--- src/rtl/lomo_pkg.sv ---
// Shared definitions for the LOMO imitator line blocks: default geometry,
// header flag values and the transmitter FSM state type.
package lomo_pkg;

  localparam int LOMO_WORD_W      = 16;
  localparam int LOMO_N_WORDS     = 20;
  localparam int LOMO_STR_W       = 6;
  localparam int LOMO_FRM_W       = 9;
  localparam int LOMO_STR_PER_FRM = 64;

  localparam logic HDR_FIRST  = 1'b1;
  localparam logic HDR_SECOND = 1'b0;

  typedef enum logic {
    ST_IDLE = 1'b0,
    ST_RUN  = 1'b1
  } lomo_state_e;

endpackage

--- src/rtl/lomo_sync_edge.sv ---
// Three-flop synchroniser for an asynchronous reference with a single-cycle
// rising-edge pulse taken from the two settled stages.
module lomo_sync_edge (
  input  logic clk,
  input  logic reset,
  input  logic din,
  output logic pulse
);

  logic [2:0] r;

  always_ff @(posedge clk or negedge reset) begin
    if (!reset) r <= '0;
    else        r <= {r[1:0], din};
  end

  assign pulse = r[1] & ~r[2];

endmodule

--- src/rtl/lomo_frame_tx.sv ---
// LOMO frame transmitter: serialises strings of header/payload words onto
// MK/CLK/DAT, one half-bit per rising edge of the external sync reference.
module lomo_frame_tx
  import lomo_pkg::*;
#(
  parameter int WORD_W      = LOMO_WORD_W,
  parameter int N_WORDS     = LOMO_N_WORDS,
  parameter int STR_W       = LOMO_STR_W,
  parameter int STR_PER_FRM = LOMO_STR_PER_FRM,
  parameter int FRM_W       = LOMO_FRM_W,
  parameter int IDX_W       = $clog2(N_WORDS)
) (
  input  logic              clk,
  input  logic              reset,
  input  logic              sync,
  input  logic              en,
  output logic              word_req,
  output logic [IDX_W-1:0]  word_idx,
  input  logic [WORD_W-1:0] word_data,
  output logic              MK,
  output logic              CLK,
  output logic              DAT,
  output logic [FRM_W-1:0]  frm_num,
  output logic [STR_W-1:0]  str_num,
  output logic              busy,
  output lomo_state_e       dbg_state
);

  if (WORD_W != FRM_W + STR_W + 1) begin : g_bad_word_w
    $error("lomo_frame_tx: WORD_W must equal FRM_W + STR_W + 1");
  end
  if ((N_WORDS % 2) != 0 || N_WORDS < 4) begin : g_bad_n_words
    $error("lomo_frame_tx: N_WORDS must be even and at least 4");
  end
  if (STR_PER_FRM > (1 << STR_W) || STR_PER_FRM < 1) begin : g_bad_str_per_frm
    $error("lomo_frame_tx: STR_PER_FRM must be 1..2**STR_W");
  end

  localparam int BIT_W = $clog2(WORD_W);
  localparam logic [BIT_W-1:0] LAST_BIT  = BIT_W'(WORD_W - 1);
  localparam logic [IDX_W-1:0] LAST_WORD = IDX_W'(N_WORDS - 1);
  localparam logic [IDX_W-1:0] MID_WORD  = IDX_W'(N_WORDS / 2);
  localparam logic [STR_W-1:0] LAST_STR  = STR_W'(STR_PER_FRM - 1);

  lomo_state_e       state_q, state_d;
  logic              tick;
  logic              phase;
  logic [BIT_W-1:0]  bit_cnt;
  logic [IDX_W-1:0]  word_cnt;
  logic [WORD_W-1:0] shreg;
  logic [WORD_W-1:0] prefetch;
  logic              req_d;

  logic              last_bit, last_word, next_is_payload;
  logic [IDX_W-1:0]  next_pos;
  logic [STR_W-1:0]  str_next;
  logic [FRM_W-1:0]  frm_next;
  logic [WORD_W-1:0] nxt_word;

  lomo_sync_edge u_sync (
    .clk   (clk),
    .reset (reset),
    .din   (sync),
    .pulse (tick)
  );

  always_comb begin
    last_bit        = (bit_cnt == LAST_BIT);
    last_word       = (word_cnt == LAST_WORD);
    next_pos        = last_word ? '0 : word_cnt + 1'b1;
    next_is_payload = (next_pos != '0) && (next_pos != MID_WORD);
    if (str_num == LAST_STR) begin
      str_next = '0;
      frm_next = frm_num + 1'b1;
    end else begin
      str_next = str_num + 1'b1;
      frm_next = frm_num;
    end
  end

  // Word to load at the next word boundary: headers are built from the
  // counters (post-increment when a new string starts), payload from prefetch.
  always_comb begin
    if (state_q == ST_IDLE)       nxt_word = {frm_num, str_num, HDR_FIRST};
    else if (last_word)           nxt_word = {frm_next, str_next, HDR_FIRST};
    else if (next_pos == MID_WORD) nxt_word = {frm_num, str_num, HDR_SECOND};
    else                          nxt_word = prefetch;
  end

  always_ff @(posedge clk or negedge reset) begin
    if (!reset) state_q <= ST_IDLE;
    else        state_q <= state_d;
  end

  always_comb begin
    state_d = state_q;
    case (state_q)
      ST_IDLE: if (tick && en) state_d = ST_RUN;
      ST_RUN:  if (tick && !phase && last_bit && last_word && !en) state_d = ST_IDLE;
      default: state_d = ST_IDLE;
    endcase
  end

  always_comb begin
    busy      = (state_q == ST_RUN);
    dbg_state = state_q;
  end

  // Fetch port: word_req is a one-cycle strobe with word_idx valid alongside;
  // the source presents word_data on the cycle after the strobe, where it is
  // captured once into prefetch. There is no back-pressure.
  always_ff @(posedge clk or negedge reset) begin
    if (!reset) begin
      phase    <= 1'b0;
      bit_cnt  <= '0;
      word_cnt <= '0;
      shreg    <= '0;
      prefetch <= '0;
      req_d    <= 1'b0;
      word_req <= 1'b0;
      word_idx <= '0;
      MK       <= 1'b0;
      CLK      <= 1'b0;
      DAT      <= 1'b0;
      frm_num  <= '0;
      str_num  <= '0;
    end else begin
      word_req <= 1'b0;
      req_d    <= word_req;
      if (req_d) prefetch <= word_data;
      if (tick) begin
        if (state_q == ST_IDLE) begin
          if (en) begin
            shreg    <= nxt_word;
            DAT      <= nxt_word[WORD_W-1];
            CLK      <= 1'b0;
            MK       <= 1'b1;
            phase    <= 1'b1;
            bit_cnt  <= '0;
            word_cnt <= '0;
          end
        end else if (phase) begin
          CLK   <= 1'b1;
          phase <= 1'b0;
          if (last_bit && next_is_payload) begin
            word_req <= 1'b1;
            word_idx <= next_pos;
          end
        end else begin
          CLK   <= 1'b0;
          phase <= 1'b1;
          if (!last_bit) begin
            shreg   <= shreg << 1;
            DAT     <= shreg[WORD_W-2];
            bit_cnt <= bit_cnt + 1'b1;
          end else begin
            bit_cnt  <= '0;
            word_cnt <= next_pos;
            if (last_word) begin
              str_num <= str_next;
              frm_num <= frm_next;
              if (en) begin
                shreg <= nxt_word;
                DAT   <= nxt_word[WORD_W-1];
                MK    <= 1'b1;
              end else begin
                DAT   <= 1'b0;
                MK    <= 1'b0;
                phase <= 1'b0;
              end
            end else begin
              shreg <= nxt_word;
              DAT   <= nxt_word[WORD_W-1];
              MK    <= 1'b0;
            end
          end
        end
      end
    end
  end

endmodule

--- config.mk ---
export PLATFORM = sky130hd
export DESIGN_NAME = lomo_frame_tx
export DESIGN_NICKNAME = d
export VERILOG_FILES = /design/src/rtl/lomo_pkg.sv /design/src/rtl/lomo_sync_edge.sv /design/src/rtl/lomo_frame_tx.sv
export SDC_FILE = /design/constraint.sdc
export NUM_CORES = 1
export LEC_CHECK = 0
export CORE_ASPECT_RATIO = 1.25
export CORE_MARGIN = 2
export CORE_UTILIZATION = 52
export CTS_CLUSTER_SIZE = 20
export DETAILED_ROUTE_END_ITERATION = 8
export PLACE_DENSITY = 0.74
export SLEW_MARGIN = 10
export SYNTH_ARGS = -nofsm -noshare
export SYNTH_HDL_FRONTEND = slang
export SYNTH_HIERARCHICAL = 1
export SYNTH_SLANG_ARGS = --single-unit
--- constraint.sdc ---
create_clock -name clk -period 2 [get_ports clk]
set_input_delay 0.4 -clock clk [delete_from_list [all_inputs] [get_ports clk]]
set_output_delay 0.4 -clock clk [all_outputs]
set_load 0.01 [all_outputs]
Yosys cells after proc, flatten, opt, wreduce, memory -nomap -nowiden
Index checks and enable logic that the tools add are counted.
{"block": "op_classes", "add_sub_neg": 4, "multipliers": 0, "n_div": 0, "order_cmp": 0, "eq_ne": 7, "shifts": 0, "muxes": 45, "n_bitwise": 4, "reduce_logical": 17}
{"cell": "$mux W16", "n": 8}
{"cell": "$mux W1", "n": 25}
{"cell": "$mux W5", "n": 5}
{"cell": "$mux W4", "n": 4}
{"cell": "$add A9 B1 Y9 const B", "n": 1}
{"cell": "$mux W9", "n": 1}
{"cell": "$reduce_and A4 Y1", "n": 2}
{"cell": "$logic_and A1 B1 Y1", "n": 7}
{"cell": "$add A6 B1 Y6 const B", "n": 1}
{"cell": "$eq A6 B6 Y1 const B", "n": 1}
{"cell": "$mux W6", "n": 1}
{"cell": "$add A5 B1 Y5 const B", "n": 1}
{"cell": "$eq A5 B4 Y1 const B", "n": 1}
{"cell": "$eq A5 B5 Y1 const B", "n": 1}
{"cell": "$ne A5 B4 Y1 const B", "n": 1}
{"cell": "$reduce_and A5 Y1", "n": 1}
{"cell": "$reduce_bool A5 Y1", "n": 1}
{"cell": "$add A4 B1 Y4 const B", "n": 1}
{"cell": "$eq A4 B4 Y1 const B", "n": 1}
{"cell": "$reduce_and A2 Y1", "n": 2}
{"cell": "$not A1 Y1", "n": 3}
{"cell": "$reduce_and A3 Y1", "n": 1}
{"cell": "$logic_not A1 Y1", "n": 2}
{"cell": "$ne A2 B1 Y1 const B", "n": 1}
{"cell": "4 further kinds", "n": 4}
{"block": "word_totals", "reg_bits": 71, "latchBits": 0, "ram_bits": 0, "rom_bits": 0, "input_bits": 20, "output_inout_bits": 26, "word_cells": 92, "mem_count": 0}

Depth between registers and ports, before layout
{"block": "logic_depth", "word_depth": 11, "mapped_depth": 8, "mapped_depth_nobuf": 7}

Cells and area by module
Netlist, hierarchy kept.
{"module": "lomo_frame_tx", "instances": 1, "cells_each": 487, "area_per_inst_um2": 4463.0, "seq_area_each_um2": 1676.6}
{"module": "lomo_sync_edge", "instances": 1, "cells_each": 4, "area_per_inst_um2": 88.8, "seq_area_each_um2": 75.1}

Worst setup path before layout
No wires, ideal clock.
{"block": "synth_timing", "kind": "register -> register", "startpoint": "register word_cnt[0]", "endpoint": "register shreg[3]", "t_arrival_ps": 1862, "t_required_ps": 1869, "setup_slack_ps": 8, "path_stages_with_launch": 8, "path_cell_list": "dfrtp_1 > ha_1 > or3_1 > o211ai_2 > buf_6 > a21oi_1 > a2111oi_2 > nor3_1"}
{"block": "synth_via", "elab_chain_cells": 11, "word_cells_on_any_way": 12, "classes_between": "add/sub (1); eq/ne (2); mux (9)"}
{"item": "start, declared", "line_no": "lomo_frame_tx.sv:49", "source": "logic [IDX_W-1:0] word_cnt;"}
{"item": "start signal, assigned", "line_no": "lomo_frame_tx.sv:158", "source": "word_cnt <= next_pos;"}
{"item": "$add A5 B1 Y5 / $eq A5 B5 Y1 (equally long branches)", "line_no": "lomo_frame_tx.sv:70, lomo_frame_tx.sv:69"}
{"item": "$mux W5", "line_no": "lomo_frame_tx.sv:70", "source": "next_pos = last_word ? '0 : word_cnt + 1'b1;"}
{"item": "$eq A5 B4 Y1", "line_no": "lomo_frame_tx.sv:86", "source": "else if (next_pos == MID_WORD) nxt_word = {frm_num, str_num, HDR_SECOND};"}
{"item": "$mux W16", "line_no": "lomo_frame_tx.sv:86"}
{"item": "$mux W16", "line_no": "lomo_frame_tx.sv:85", "source": "else if (last_word) nxt_word = {frm_next, str_next, HDR_FIRST};"}
{"item": "$mux W16", "line_no": "lomo_frame_tx.sv:84", "source": "if (state_q == ST_IDLE) nxt_word = {frm_num, str_num, HDR_FIRST};"}
{"item": "$mux W16", "line_no": "lomo_frame_tx.sv:133, lomo_frame_tx.sv:162"}
{"item": "$mux W16", "line_no": "lomo_frame_tx.sv:159", "source": "if (last_word) begin"}
{"item": "$mux W16", "line_no": "lomo_frame_tx.sv:152", "source": "if (!last_bit) begin"}
{"item": "$mux W16", "line_no": "lomo_frame_tx.sv:142", "source": "end else if (phase) begin"}
{"item": "$mux W16 *", "line_no": "lomo_frame_tx.sv:132", "source": "if (state_q == ST_IDLE) begin"}
{"item": "end signal, assigned", "line_no": "lomo_frame_tx.sv:134", "source": "shreg <= nxt_word;"}
{"item": "end signal, assigned", "line_no": "lomo_frame_tx.sv:153", "source": "shreg <= shreg << 1;"}
{"item": "end signal, assigned", "line_no": "lomo_frame_tx.sv:163", "source": "shreg <= nxt_word;"}
{"item": "end, declared", "line_no": "lomo_frame_tx.sv:50", "source": "logic [WORD_W-1:0] shreg;"}
Mark *: on every way between the ends. The rest lies on a longest branch, timed or not. The select of a mux whose other input is x is not followed.
A chain may end at the register's enable or synchronous reset.

Worst setup path in the final report
{"block": "layout_timing", "startpoint": "register word_cnt[1]", "endpoint": "register word_idx[2]"}
{"block": "layout_via", "elab_chain_cells": 6, "word_cells_on_any_way": 8, "classes_between": "add/sub (1); eq/ne (2); mux (1); reduce/logical (4)"}
{"item": "$add A5 B1 Y5 / $eq A5 B5 Y1 (equally long branches)", "line_no": "lomo_frame_tx.sv:70, lomo_frame_tx.sv:69"}
{"item": "$mux W5 *", "line_no": "lomo_frame_tx.sv:70"}
{"item": "$ne A5 B4 Y1 / $reduce_bool A5 Y1 (equally long branches)", "line_no": "lomo_frame_tx.sv:71", "source": "next_is_payload = (next_pos != '0) && (next_pos != MID_WORD);"}
{"item": "$logic_and A1 B1 Y1", "line_no": "lomo_frame_tx.sv:71"}
{"item": "$logic_and A1 B1 Y1", "line_no": "lomo_frame_tx.sv:145", "source": "if (last_bit && next_is_payload) begin"}
{"item": "$reduce_and A4 Y1 (no source line)"}
{"item": "end signal, assigned", "line_no": "lomo_frame_tx.sv:147", "source": "word_idx <= next_pos;"}
{"item": "end, declared", "line_no": "lomo_frame_tx.sv:18", "source": "output logic [IDX_W-1:0] word_idx,"}
Mark *: on every way between the ends. The rest lies on a longest branch, timed or not.

==> out/results.txt <==
Setup TNS after final layout - -0.0902 ns
Net count after synthesis - 517
Kind of cell adding the most delay to the critical path - multiplexers
Adder and majority gate portion of the synthesized area - 1.65%
Count of warnings emitted by yosys - 6
Clock buffer count from CTS - 9
Final setup skew - 0.00947 ns
Worst-margin pin slew - 0.622 ns
Critical path cell sequence - buf_6 -> inv_4 -> ha_4 -> and2_4 -> buf_6 -> mux2i_4 -> o21ai_2 -> a21oi_4 -> mux2_4
Dominant combinational cell family by area after synthesis - compound AO/OA/AOI/OAI gates
Clock Latency Late Sink - 0.36 ns
Synth Area in Compound Gates - 22.0%
Maximum fanout along the worst path - 5
Reg2reg start - word_cnt[1]$_DFFE_PN0P_
Most area-consuming cells after synthesis - sky130_fd_sc_hd__dfrtp_1 (38%), sky130_fd_sc_hd__mux2_2 (4.9%), sky130_fd_sc_hd__o21ai_0 (4.6%)
Die width - 87.7 µm
Wire length reported by the detailed router - 14.4 mm
Largest area contributor in the netlist - sky130_fd_sc_hd__dfrtp_1
Ratio of cells with drive above 1 in the final layout - 30.8%
Seq cells post-synth - 70
Setup repair after global routing missed its margin - true
Count of buffering cells on the critical path with inverters included - 3
Total overflow reported by the global router - 0
Finish-stage setup viols - 5
Maximum capacitance violations - 0
End-of-flow core utilization - 70.1%
CTS tree - built
Sequential Area - 1760 µm²
Minimum setup slack in the final design - -0.0250 ns
Antenna violation net count after detailed routing - 0
Cell variety after synth - 77
Power Internal - 0.00356 W
WP data required - 2.25 ns
Gate power share - 42.2%
Switching power as a share of total power - 37.0%
Post-Synth Simple-Gate Area - 17.8%
Number of antenna violations at the first check in global routing - 0
Peak supply drop - 0.706 mV
Mux share of post-synthesis cell area - 8.41%
Area Growth Syn to Fin - 32.5%
R2r setup slk - -0.03 ns
Final worst-path cycle share - 101%
Hold Slack - 0.0492 ns
Worst-path clk slew - 0.08 ns
Worst slew margin - 58.5%
Portion of total power attributed to sequential cells - 36.7%
Maximum number of pins on one net before global-route repair - 71
Worst-case reg-to-reg path depth - 9
Mapped cell area - 4550 µm²
Critical register-to-register path endpoint - word_idx[2]$_DFFE_PN0P_
HPWL reported at the end of detailed placement - 10.3 mm
First-pass GRT wire length - 22.2 mm
Static leakage - 2.60 nW
Number of diodes - 0
# clock sinks - 70
Final-layout fill cell count - 667
Starting utilization of the core area - 52.9%
Final slew viol count - 0
Level count of the clock H-tree - 3
Global placer's final weighted congestion - 0.942
Final Hold Violating Endpoints - 0
Total DRC errors in the routed layout - 0
Leading register cell type out of synthesis - sky130_fd_sc_hd__dfrtp_1
Cell area after layout - 6030 µm²
Worst EP arrival - 2.28 ns
EDFF count, synth - 0
Crit path time final - 2.03 ns
Via total after detailed routing - 4399
Fraction of power consumed by the clock network - 21.1%
Synth Instances - 491
Maximum buffer depth of the clock tree - 2
Cell mode on critical path - sky130_fd_sc_hd__buf_6
Area enclosed by the die boundary - 9520 µm²
Violated checks - negative setup slack
Share of the synthesized area in the top cell type - 38.5%
Number of global-route vias before repair - 4188
Top achievable clock speed - 494 MHz
Startpoint kind of the worst setup timing path - flip-flop
Post-synthesis sequential area ratio - 38.5%
Share of synthesized registers carrying an async set or reset - 100%
Net switching component of the power - 0.00209 W
Root Buffer Master - sky130_fd_sc_hd__clkbuf_8
Buffers on Ports - 45
Die span in y - 109 µm
Row Count - 38
Core ar. - 8610 µm²
Vias per cell - 6.11
I/O pin total - 46
Post-synthesis average cell area - 9.27 µm²
Slowest cell on the critical path - sky130_fd_sc_hd__dfrtp_1
Average wire per cell in the routed design - 20.0 µm
Slowest cell delay on critical path - 0.41 ns
Commonest non-fill, non-tap cell in the layout - sky130_fd_sc_hd__buf_4
Detailed router's first-iteration violation count - 430
Outcome - finished with violations
Total area of multi-input combinational cells - 2670 µm²
Min-delay worst type - in -> async
Category of the worst setup path capture point - flip-flop
Standard cell area after detailed placement - 5500 µm²
Total power consumption of the routed design - 0.00564 W
Net count of the finished layout - 622
Worst Setup Path Type - reg -> reg
Most frequent cells in the layout - sky130_fd_sc_hd__buf_4 (76), sky130_fd_sc_hd__dfrtp_1 (67), sky130_fd_sc_hd__clkdlybuf4s50_1 (44)
Aggregate global-route resource usage - 31.3%
Power Dens Cells - 936 nW/µm²
Drt pass-1 iters - 5
XOR/XNOR Fraction of Synth Area - 3.66%
## sequential cells by signal (all words and copies together) (netlist names), 3 cells and up
name,flops
word_cnt,5
prefetch,16
str_num,6
frm_num,9
word_idx,5
u_sync/r,3
shreg,15
bit_cnt,4
## routing by layer
metal | track usage (%) | vias up | part of all wire (%)
met4 | 13.8 | 0 | 4.3
met3 | 6.11 | 50 | 6.3
met2 | 48.9 | 199 | 49
li1 | - | 2014 | -
met5 | 0 | - | 0
met1 | 41.9 | 2136 | 41
## power by group through the flow
stage / sequential, W / combinational, W / clock [W]
floorplan: 0.00197 / 0.00125 / 0
global placement: 0.00204 / 0.00190 / 0
finish: 0.00207 / 0.00238 / 0.00119
detailed placement: 0.00205 / 0.00197 / 0
global route: 0.00211 / 0.00259 / 0.00125
CTS: 0.00203 / 0.00205 / 0.00120
## stage by stage
step,setup WS (ns),cells
3_3_place_gp,-0.106,696
4_1_cts,0.000654,711
6_report,-0.0250,720
2_1_floorplan,0.00756,491
5_1_grt,-0.106,720
3_5_place_dp,-0.189,696
## how the worst max path moves through the flow
stage | slack (ns) | depth (start not counted) | from | to
2_1_floorplan | 0.008 | 7 | word_cnt[0]$_DFFE_PN0P_ | shreg[3]$_DFFE_PN0P_
3_3_place_gp | -0.11 | 7 | en | shreg[5]$_DFFE_PN0P_
3_5_place_dp | -0.19 | 7 | en | shreg[3]$_DFFE_PN0P_
4_1_cts | 0.0007 | 8 | word_cnt[0]$_DFFE_PN0P_ | word_idx[3]$_DFFE_PN0P_
5_1_grt | -0.11 | 10 | word_cnt[1]$_DFFE_PN0P_ | word_idx[1]$_DFFE_PN0P_
6_report | -0.03 | 9 | word_cnt[1]$_DFFE_PN0P_ | word_idx[2]$_DFFE_PN0P_
## cell type report
cell class | count | share of cell area (%)
clock inverter | 5 | 0.996
multi-input combinational | 365 | 44.3
clock buffer | 10 | 2.28
tap | 120 | 2.49
sequential | 70 | 29.1
inverter | 16 | 1.04
timing repair buffer | 134 | 19.8
## cells in the mapped netlist, types with 4 or more instances
master	count
sky130_fd_sc_hd__a221oi_1	7
sky130_fd_sc_hd__mux2_2	20
sky130_fd_sc_hd__buf_2	9
sky130_fd_sc_hd__o21ai_1	7
sky130_fd_sc_hd__buf_6	7
sky130_fd_sc_hd__buf_4	6
sky130_fd_sc_hd__nand3_1	26
sky130_fd_sc_hd__inv_1	16
sky130_fd_sc_hd__xor2_1	7
sky130_fd_sc_hd__nor2_1	22
sky130_fd_sc_hd__dfrtp_1	70
sky130_fd_sc_hd__a21oi_1	39
sky130_fd_sc_hd__a211oi_1	5
sky130_fd_sc_hd__and3_1	7
sky130_fd_sc_hd__o21ai_0	42
sky130_fd_sc_hd__ha_1	6
sky130_fd_sc_hd__mux2i_1	12
sky130_fd_sc_hd__and2_1	4
sky130_fd_sc_hd__nand4_1	7
sky130_fd_sc_hd__clkbuf_1	12
sky130_fd_sc_hd__clkbuf_8	6
sky130_fd_sc_hd__a31oi_1	5
sky130_fd_sc_hd__a22o_1	5
sky130_fd_sc_hd__nand2b_1	4
sky130_fd_sc_hd__nor2b_1	4
sky130_fd_sc_hd__nor3_1	8
sky130_fd_sc_hd__xnor2_1	12
sky130_fd_sc_hd__o22ai_1	4
sky130_fd_sc_hd__o31ai_1	4
sky130_fd_sc_hd__nand2_1	44
## cell families (layout without fill, tap and decap cells)
group | after synthesis | after routing
XOR/XNOR | 19 | 19
buffers and inverters | 57 | 165
multiplexers | 34 | 34
AO/OA/AOI/OAI | 154 | 155
AND/OR/NAND/NOR | 151 | 151
flip-flops | 70 | 70
adder cells (fa/ha/maj) | 6 | 6
## what timing repair did
item | CTS | global route
resized for setup | 12 | 50
endpoints found under the setup margin | 12 | 31
gates cloned | 0 | 2
hold buffers | 0 | 0
buffers inserted | 0 | 7
pin swaps | 3 | 8
No activity file was read; power rests on OpenSTA's default activity.
